[src/rtl/hazard_ctrl.sv]
// hazard_ctrl: pipeline hazard unit with stall/bubble/flush/freeze, forwarding, watchdog and perf counters.
// Forwarding is enabled with `define HAZARD_FWD_EN; without it, any RAW dependency on a writing stage stalls.
module hazard_ctrl #(
  parameter int ADDR_LEN = 5,
  parameter int TIMEOUT  = 64,
  parameter int CNT_W    = 16
) (
  input  logic                i_CLK,
  input  logic                i_RST,
  input  logic [ADDR_LEN-1:0] rs_addr_ID,
  input  logic [ADDR_LEN-1:0] rt_addr_ID,
  input  logic                rt_used_ID,
  input  logic [ADDR_LEN-1:0] rs_addr_EX,
  input  logic [ADDR_LEN-1:0] rt_addr_EX,
  input  logic [ADDR_LEN-1:0] wb_addr_EX,
  input  logic [ADDR_LEN-1:0] wb_addr_MEM,
  input  logic [ADDR_LEN-1:0] wb_addr_WB,
  input  logic                reg_write_EX,
  input  logic                reg_write_MEM,
  input  logic                reg_write_WB,
  input  logic                mem_to_reg_EX,
  input  logic                mem_to_reg_MEM,
  input  logic                branch_ID,
  input  logic                jump_reg,
  input  logic                jump_addr,
  input  logic                branch_taken,
  input  logic                mem_busy,
  output logic                stall_pc,
  output logic                stall_if_id,
  output logic                bubble_ex,
  output logic                freeze,
  output logic                flush_if_id,
  output logic [1:0]          fwd_a,
  output logic [1:0]          fwd_b,
  output logic [CNT_W-1:0]    stall_cnt,
  output logic [CNT_W-1:0]    flush_cnt,
  output logic                err_timeout
);
  localparam int WW = $clog2(TIMEOUT) + 1;
  logic [WW-1:0] wait_cnt;
  logic src_ex, src_mem, src_wb, lu, br, hz;
  function automatic logic hit(input logic [ADDR_LEN-1:0] a, input logic [ADDR_LEN-1:0] w, input logic we);
    return we && (w != '0) && (a == w);
  endfunction
  function automatic logic id_hit(input logic [ADDR_LEN-1:0] w, input logic we);
    return hit(rs_addr_ID, w, we) || (rt_used_ID && hit(rt_addr_ID, w, we));
  endfunction
`ifdef HAZARD_FWD_EN
  function automatic logic [1:0] fwd_sel(input logic [ADDR_LEN-1:0] a);
    return hit(a, wb_addr_MEM, reg_write_MEM && !mem_to_reg_MEM) ? 2'b01 :
           hit(a, wb_addr_WB, reg_write_WB) ? 2'b10 : 2'b00;
  endfunction
`else
  logic unused_fwd;
  assign unused_fwd = ^{rs_addr_EX, rt_addr_EX};
`endif
  always_comb begin
    src_ex  = id_hit(wb_addr_EX, reg_write_EX);
    src_mem = id_hit(wb_addr_MEM, reg_write_MEM);
    src_wb  = id_hit(wb_addr_WB, reg_write_WB);
    lu      = mem_to_reg_EX && src_ex;
    br      = branch_ID && (src_ex || (mem_to_reg_MEM && src_mem));
`ifdef HAZARD_FWD_EN
    hz      = lu || br;
    fwd_a   = i_RST ? 2'b00 : fwd_sel(rs_addr_EX);
    fwd_b   = i_RST ? 2'b00 : fwd_sel(rt_addr_EX);
`else
    hz      = lu || br || src_ex || src_mem || src_wb;
    fwd_a   = 2'b00;
    fwd_b   = 2'b00;
`endif
    freeze      = !i_RST && mem_busy;
    stall_pc    = !i_RST && (mem_busy || hz);
    stall_if_id = stall_pc;
    bubble_ex   = !i_RST && !mem_busy && hz;
    flush_if_id = !i_RST && !mem_busy && !hz && (jump_reg || jump_addr || branch_taken);
  end
  // wait_cnt parks at TIMEOUT-1 so a long wait cannot wrap it
  always_ff @(posedge i_CLK) begin
    if (i_RST) begin
      wait_cnt    <= '0;
      stall_cnt   <= '0;
      flush_cnt   <= '0;
      err_timeout <= 1'b0;
    end else begin
      wait_cnt <= !mem_busy ? '0 : (wait_cnt == WW'(TIMEOUT - 1)) ? wait_cnt : wait_cnt + WW'(1);
      if (mem_busy && wait_cnt == WW'(TIMEOUT - 1)) err_timeout <= 1'b1;
      if (bubble_ex && stall_cnt != '1) stall_cnt <= stall_cnt + CNT_W'(1);
      if (flush_if_id && flush_cnt != '1) flush_cnt <= flush_cnt + CNT_W'(1);
    end
  end
endmodule

[config.mk]
export PLATFORM = sky130hd
export DESIGN_NAME = hazard_ctrl
export DESIGN_NICKNAME = d
export VERILOG_FILES = /design/src/rtl/hazard_ctrl.sv
export SDC_FILE = /design/constraint.sdc
export NUM_CORES = 1
export LEC_CHECK = 0
export ABC_AREA = 0
export CAP_MARGIN = 20
export CORE_MARGIN = 5
export CORE_UTILIZATION = 48
export DETAILED_ROUTE_END_ITERATION = 16
export GPL_ROUTABILITY_DRIVEN = 0
export PLACE_DENSITY = 0.9
export SYNTH_ARGS = -nofsm -noshare
export SYNTH_HDL_FRONTEND = slang
export SYNTH_SLANG_ARGS = --single-unit
export TNS_END_PERCENT = 100
[constraint.sdc]
create_clock -name i_CLK -period 7.92 [get_ports i_CLK]
set_input_delay 1.98 -clock i_CLK [delete_from_list [all_inputs] [get_ports i_CLK]]
set_output_delay 1.98 -clock i_CLK [all_outputs]
set_load 0.01 [all_outputs]
**Word level (Yosys, flattened, before mapping)**

Cells that the tools add are included.
W data, S select, Z words.

- Flip-flop bits (word level): 40
- Input port bits: 48
- Output and inout bits: 42
- Word-level logic and storage cells: 59

- Add/sub/neg operators: 3
- Equality and inequality tests: 9
- Bitwise operators: 1
- Reductions and logical operators: 42

Operators by type and width:

| cell | count |
|---|---|
| $add A16 B1 Y16 const B | 2 |
| $ne A16 B16 Y1 const B | 2 |
| $eq A5 B5 Y1 | 6 |
| $logic_and A1 B1 Y1 | 24 |
| $reduce_bool A5 Y1 | 3 |
| $logic_or A1 B1 Y1 | 11 |
| $add A7 B1 Y7 const B | 1 |
| $eq A7 B6 Y1 const B | 1 |
| $logic_not A1 Y1 | 3 |
| $reduce_or A2 Y1 | 1 |
| $not A1 Y1 | 1 |

**Longest topological paths before layout**

Gate-level depths: netlist (run 1).

- Depth after elaboration: 16
- Mapped depth: 9
- Mapped depth without buffers: 7

**Worst setup path after synthesis (run 1)**

No wires, ideal clock.

- Kind: input to output
- From: input wb_addr_MEM[4]
- To: output bubble_ex
- Arrival time: 3439 ps
- Required time: 5940 ps
- Path slack: 2501 ps
- Stages: 8
- Buffers on the path: 2
- Cell sequence: xor2_1 > nor4_2 > a32oi_1 > o22ai_4 > nor2_2 > buf_2 > buf_2 > nor3_1

- Word-level cells in the longest chain between the ends: 13
- Elaborated cells between the ends (all ways): 16
- Those cells by class: eq/ne (2); reduce/logical (14)

Ends and longest elaborated chain:

| what | RTL line | RTL |
|---|---|---|
| from (decl) | 16 | `input logic [ADDR_LEN-1:0] wb_addr_MEM,` |
| $reduce_bool A5 Y1 | 43 | `return we && (w != '0) && (a == w);` |
| $logic_and A1 B1 Y1 (2 in series) | 43 |  |
| $logic_and A1 B1 Y1 | 46 | `return hit(rs_addr_ID, w, we) \|\| (rt_used_ID && hit(rt_addr_ID, w, we));` |
| $logic_or A1 B1 Y1 * | 46 |  |
| $logic_and A1 B1 Y1 | 62 | `br = branch_ID && (src_ex \|\| (mem_to_reg_MEM && src_mem));` |
| $logic_or A1 B1 Y1 | 62 |  |
| $logic_and A1 B1 Y1 | 62 |  |
| $logic_or A1 B1 Y1 (2 in series) | 68 | `hz = lu \|\| br \|\| src_ex \|\| src_mem \|\| src_wb;` |
| $logic_or A1 B1 Y1 * (2 in series) | 68 |  |
| $logic_and A1 B1 Y1 * | 75 | `bubble_ex = !i_RST && !mem_busy && hz;` |
| to (decl) | 30 | `output logic bubble_ex,` |

Mark *: on every way between the ends. The rest lies on a longest branch, timed or not.

**Worst setup path after layout (run 1)**

- From: input rt_addr_ID[4]
- To: output bubble_ex

- Word-level cells in the longest chain between the ends: 12
- Elaborated cells between the ends (all ways): 21
- Those cells by class: eq/ne (3); reduce/logical (18)

Ends and longest elaborated chain:

| what | RTL line | RTL |
|---|---|---|
| from (decl) | 11 | `input logic [ADDR_LEN-1:0] rt_addr_ID,` |
| $eq A5 B5 Y1 | 43 |  |
| $logic_and A1 B1 Y1 | 43 |  |
| $logic_and A1 B1 Y1 | 46 |  |
| $logic_or A1 B1 Y1 | 46 |  |
| $logic_and A1 B1 Y1 | 62 |  |
| $logic_or A1 B1 Y1 | 62 |  |
| $logic_and A1 B1 Y1 | 62 |  |
| $logic_or A1 B1 Y1 (3 in series) | 68 |  |
| $logic_or A1 B1 Y1 * | 68 |  |
| $logic_and A1 B1 Y1 * | 75 |  |

Marked as above.

==> results.json, run 1 <==
{
  "first_pass_iters": 4,
  "synth_most_common_cell": "dfxtp_1",
  "cts_setup_buffers": 0,
  "synth_top_area_share": 0.331,
  "die-area_um2": 6560,
  "port_buffers": 72,
  "yosysUniqueCellTypes": 45,
  "clk_pin_slew_worst_paths_ns": 0.07,
  "routed_wirelength_mm": 5.98,
  "grtUsageTotal": 0.192,
  "initial_core_util": 0.502,
  "fillers": 421,
  "max-slew-margin-rel": 0.498,
  "syn_area_um2": 2420,
  "hold_buffers": 0,
  "ys.flop_type": "dfxtp_1",
  "syn_to_final_growth_pct": 33.6,
  "clockRootBuffer": "clkbuf_8",
  "drc": 0,
  "maxCapViolations": 0,
  "cts_max_path_buffers": 2,
  "die_h_um": 81,
  "h-tree-depth": 2,
  "reg2reg_setup_slack_ns": 5.46,
  "cp_max_fo": 31,
  "async_reset_ff_frac": 0,
  "layout.nets": 408,
  "worst-path-buf-inv": 3,
  "die_x_um": 81,
  "placedCellCount": 417,
  "postRouteAntennaNets": 0,
  "clk_latency_ns": 0.29,
  "critPathArrivalTime_ns": 4.48,
  "layout-drive-gt1-share": 0.0560,
  "grt_max_degree": 32,
  "p_per_area_nw_per_um2": 123,
  "start_kind": "primary input",
  "fin_setup_tns_ns": 0,
  "cts_tree": "yes",
  "hold_viol": 0,
  "cts_made_buffers": 5,
  "status": "finished clean",
  "timing.fmax_mhz": 155,
  "p_leak_nw": 1.18,
  "drt_first_iter_violations": 148,
  "fin_skew_ns": 0.00302,
  "rsz0062_at_grt": "false",
  "final_util": 0.671,
  "drv_slew": 0,
  "fin_hold_ws_ns": 0.434,
  "path_cells": "clkdlybuf4s50_1, xor2_1, nor4_1, a32oi_1, o22ai_4, nor2_2, buf_4, nor3_1, clkdlybuf4s50_1",
  "min_path_type": "reg2reg",
  "clkSinkCount": 40,
  "finalCritPeriodShare": 0.816,
  "tightest_slew_ns": 0.748,
  "yosys_warnings": 0,
  "cp_data_required_time_ns": 5.94,
  "fin_crit_ns": 6.46,
  "finalNonFillerCells": 424,
  "critical_path.most_common_cell": "clkdlybuf4s50_1",
  "netlist_top_cells_count": "dfxtp_1 (40), nor2_1 (28), nand2_1 (25)",
  "core-area_um2": 4820,
  "cts_resized": 0,
  "dp_slack_ns": 1.46,
  "slowest_stage": "clkdlybuf4s50_1",
  "finalSetupViolations": 0,
  "insertedDiodeCount": 0,
  "first_global_vias": 2200,
  "peakVddDrop_v": 0.0000653,
  "vias": 2360,
  "synth-seq-cells": 40,
  "critical_path.top_delay_family": "buffers and inverters",
  "synth_largest_area_cell": "dfxtp_1",
  "end_kind": "output pin",
  "slowest_delay_ns": 0.59,
  "netlist_instances": 289,
  "antenna_found_initial": 0,
  "pin_count": 90,
  "worstSetupPathType": "in2out",
  "wire_per_inst_um": 14.1,
  "hpwlAfterDp_mm": 4.63,
  "synthTopCellsByArea": "dfxtp_1 (33%), xor2_1 (7.2%), xnor2_1 (5.1%)",
  "core.rowCount": 25,
  "synth_edf_count": 0,
  "grt-ovfl-total": 0,
  "avgSynthCellArea_um2": 8.37,
  "fin_ws_ns": 1.46,
  "yosysSeqAreaShare": 0.331,
  "grt_pass1_wl_mm": 10.0,
  "viasPerCell": 5.57
}
[final timing paths]
| path | end | depth (start not counted) | from |
|---|---|---|---|
| hold / removal | wait_cnt[6]$_SDFFE_PN0P_ | 2 | wait_cnt[6]$_SDFFE_PN0P_ |
| setup reg to reg | stall_cnt[11]$_SDFFE_PP0P_ | 7 | stall_cnt[8]$_SDFFE_PP0P_ |
| hold reg to reg | wait_cnt[6]$_SDFFE_PN0P_ | 2 | wait_cnt[6]$_SDFFE_PN0P_ |
| setup / recovery | bubble_ex | 9 | rt_addr_ID[4] |
[metrics by stage]
step                power (mW)  area (um^2)
floorplan                0.244         2430
global route             0.418         3230
finish                   0.399         3230
detailed placement       0.275         3160
CTS                      0.402         3230
global placement         0.273         3160
[registers in the layout (all words and copies together) (netlist names)]
| register | flops |
|---|---|
| flush_cnt | 16 |
| stall_cnt | 16 |
| wait_cnt | 7 |
| err_timeout | 1 |
[report_power, final]
| part | internal, mW | switching [mW] | leakage (nW) | total, mW |
|---|---|---|---|---|
| logic | 0.0330 | 0.0335 | 0.818 | 0.0665 |
| registers | 0.202 | 0.00163 | 0.323 | 0.204 |
| clock network | 0.0599 | 0.0686 | 0.0410 | 0.128 |
| total | 0.295 | 0.104 | 1.18 | 0.399 |
[worst reg2reg max path, stage by stage (launching register included)]
cell and delay, ns:
dfxtp_1 0.34, and3_1 0.22, and3_1 0.22, and4_1 0.24
nand4_1 0.17, nand2_1 0.42, or4_1 0.63, a21oi_1 0.17
[layout make-up]
cell class	count	area, um^2	share of cell area
multi-input combinational	232	1520	0.470
clock buffer	6	72.6	0.0224
clock inverter	1	5.00	0.00155
inverter	4	15.0	0.00464
timing repair buffer	74	736	0.228
sequential	40	801	0.248
tap	67	83.8	0.0259
[placed cells by master, fill, tap and decap left out, drive strengths merged, types with 7 or more instances in the layout]
cell type	instances
a21oi	13
and3	13
clkdlybuf4s50	72
dfxtp	40
mux2	7
mux2i	9
nand2	25
nand3	14
nand4	10
nor2	29
nor3	9
o21ai	7
o31ai	10
or4	14
xnor2	14
xor2	20
[kinds of logic after synthesis]
logic type,Yosys count,share of synthesized area
compound gates,42,0.119
simple gates,133,0.294
buf+inv,20,0.0455
other cells,1,0.00155
xor+xnor,34,0.123
fa+ha+maj,3,0.0155
mux,16,0.0698
flops,40,0.331
[metal layers]
layer | vias to the layer above | track usage | wire, um
li1 | 1173 | - | -
met1 | 1097 | 0.219 | 2410
met2 | 76 | 0.336 | 2940
met3 | 14 | 0.0510 | 451
met4 | 0 | 0.0845 | 176
met5 | - | 0 | 0
Note: power is estimated with default switching activity, not from simulation.
==> run 2, diff against run 1 <==
CORE_UTILIZATION = 40   (was 48)
PLACE_DENSITY = 0.8   (was 0.9)
clock period = 5.49 ns   (was 7.92 ns; I/O delays follow)
==> results.json, run 2 (synthesis gave the netlist of run 1 again) <==
{
  "fin_crit_ns": 5.03,
  "insertedDiodeCount": 0,
  "swShare": 0.233,
  "finalPower_mw": 0.651,
  "maxUsedRoutingLayer": "met4",
  "finalCritPeriodShare": 0.917,
  "fin_hold_ws_ns": 0.443,
  "grtUsageTotal": 0.158,
  "routed_wirelength_mm": 6.06,
  "end_kind": "output pin",
  "layout.nets": 408,
  "clk_pin_slew_worst_paths_ns": 0.07,
  "final_common_cell": "clkdlybuf4s50_1",
  "layout-drive-gt1-share": 0.0615,
  "drv_slew": 0,
  "core-area_um2": 5890,
  "cts_tree": "yes",
  "die-area_um2": 7710,
  "finalNonFillerCells": 433,
  "p_int_mw": 0.500,
  "max-slew-margin-rel": 0.505,
  "syn_to_final_growth_pct": 36.0,
  "cts_made_buffers": 5,
  "fin_ws_ns": 0.456,
  "h-tree-depth": 2,
  "clkSinkCount": 40,
  "hold_viol": 0,
  "multiInputGateArea_um2": 1520,
  "first_global_vias": 2142,
  "fin_setup_tns_ns": 0,
  "grt-ovfl-total": 0,
  "die_h_um": 87.8,
  "antenna_found_initial": 0,
  "maxCapViolations": 0,
  "die_x_um": 87.8,
  "grt_pass1_wl_mm": 9.81,
  "cts_resized": 0,
  "cts_max_path_buffers": 2,
  "fillers": 559,
  "final_area_um2": 3290,
  "cp_max_fo": 6,
  "finalSetupViolations": 0,
  "status": "finished clean",
  "worstSetupPathType": "in2out",
  "dp_slack_ns": 0.427,
  "cp_data_required_time_ns": 4.12,
  "tightest_slew_ns": 0.739,
  "port_buffers": 72,
  "final_cell_mix": "clkdlybuf4s50_1 (72), dfxtp_1 (40), nor2_1 (28)",
  "dpl-instance-area_um2": 3170,
  "drc": 0,
  "p_seq_frac": 0.451,
  "min_path_type": "reg2reg",
  "grt_max_degree": 35,
  "peakVddDrop_v": 0.000128,
  "drt-met1-wl_mm": 2.66,
  "reg2reg_setup_slack_ns": 3.05,
  "reg.largest.list": "flush_cnt x16, stall_cnt x16, wait_cnt x7",
  "critPathArrivalTime_ns": 3.66,
  "postRouteAntennaNets": 0,
  "first_pass_iters": 4,
  "clk_latency_ns": 0.29,
  "start_kind": "primary input",
  "core.rowCount": 28,
  "hold_buffers": 0,
  "p_comb_frac": 0.148,
  "dr_wl_met3_um": 477,
  "met2RoutedLength_mm": 2.87,
  "clockRootBuffer": "clkbuf_8",
  "fin_skew_ns": 0.00427,
  "cts_setup_buffers": 0,
  "clkPwrFrac": 0.401,
  "rsz0062_at_grt": "false",
  "regArea_um2": 801,
  "final_util": 0.559,
  "placedCellCount": 425,
  "wire_per_inst_um": 14.0,
  "p_per_area_nw_per_um2": 198,
  "p_leak_nw": 1.21,
  "vias": 2338,
  "pin_count": 90,
  "p_sw_mw": 0.152,
  "hpwlAfterDp_mm": 4.68,
  "viasPerCell": 5.40,
  "initial_core_util": 0.411,
  "timing.fmax_mhz": 199,
  "drt_first_iter_violations": 78
}
==> run 2: cell types whose count changed in the layout (fill, tap and decap cells not counted), sizes merged <==
cell and delta:
bufinv +1, clkbuf +1, clkinv -1
==> run 2: power groups by stage <==
stage          combinational (mW)  clock, mW  sequential, mW
2_1_floorplan              0.0511          0           0.301
3_3_place_gp               0.0938          0           0.301
3_5_place_dp               0.0963          0           0.301
4_1_cts                    0.0966      0.267           0.294
5_1_grt                     0.105      0.280           0.294
6_report                   0.0961      0.261           0.294
==> run 2: worst max-delay path, stage by stage <==
cell and delay [ns]:
clkdlybuf4s50_1 0.52, xor2_1 0.20, nor4_2 0.26, a32oi_1 0.18
o22ai_4 0.27, nor2_2 0.06, nor3_1 0.20, clkdlybuf4s50_1 0.59
==> run 2: layout make-up <==
class | instances | share of cell area
Clock buffer | 7 | 0.0293
Clock inverter | 1 | 0.00912
Inverter | 4 | 0.00456
Multi-Input combinational cell | 232 | 0.462
Sequential cell | 40 | 0.243
Tap cell | 75 | 0.0285
Timing Repair Buffer | 74 | 0.223
==> run 2: final timing paths <==
path,cells after the start,end,from
hold / removal,2,wait_cnt[6]$_SDFFE_PN0P_,wait_cnt[6]$_SDFFE_PN0P_
setup / recovery,8,bubble_ex,rt_addr_ID[0]
hold reg to reg,2,wait_cnt[6]$_SDFFE_PN0P_,wait_cnt[6]$_SDFFE_PN0P_
setup reg to reg,7,stall_cnt[12]$_SDFFE_PP0P_,stall_cnt[7]$_SDFFE_PP0P_
==> run 2: metal layers <==
layer	global-route usage	vias up
li1	-	1183
met1	0.193	1076
met2	0.270	72
met3	0.0480	7
met4	0.0377	0
met5	0	-
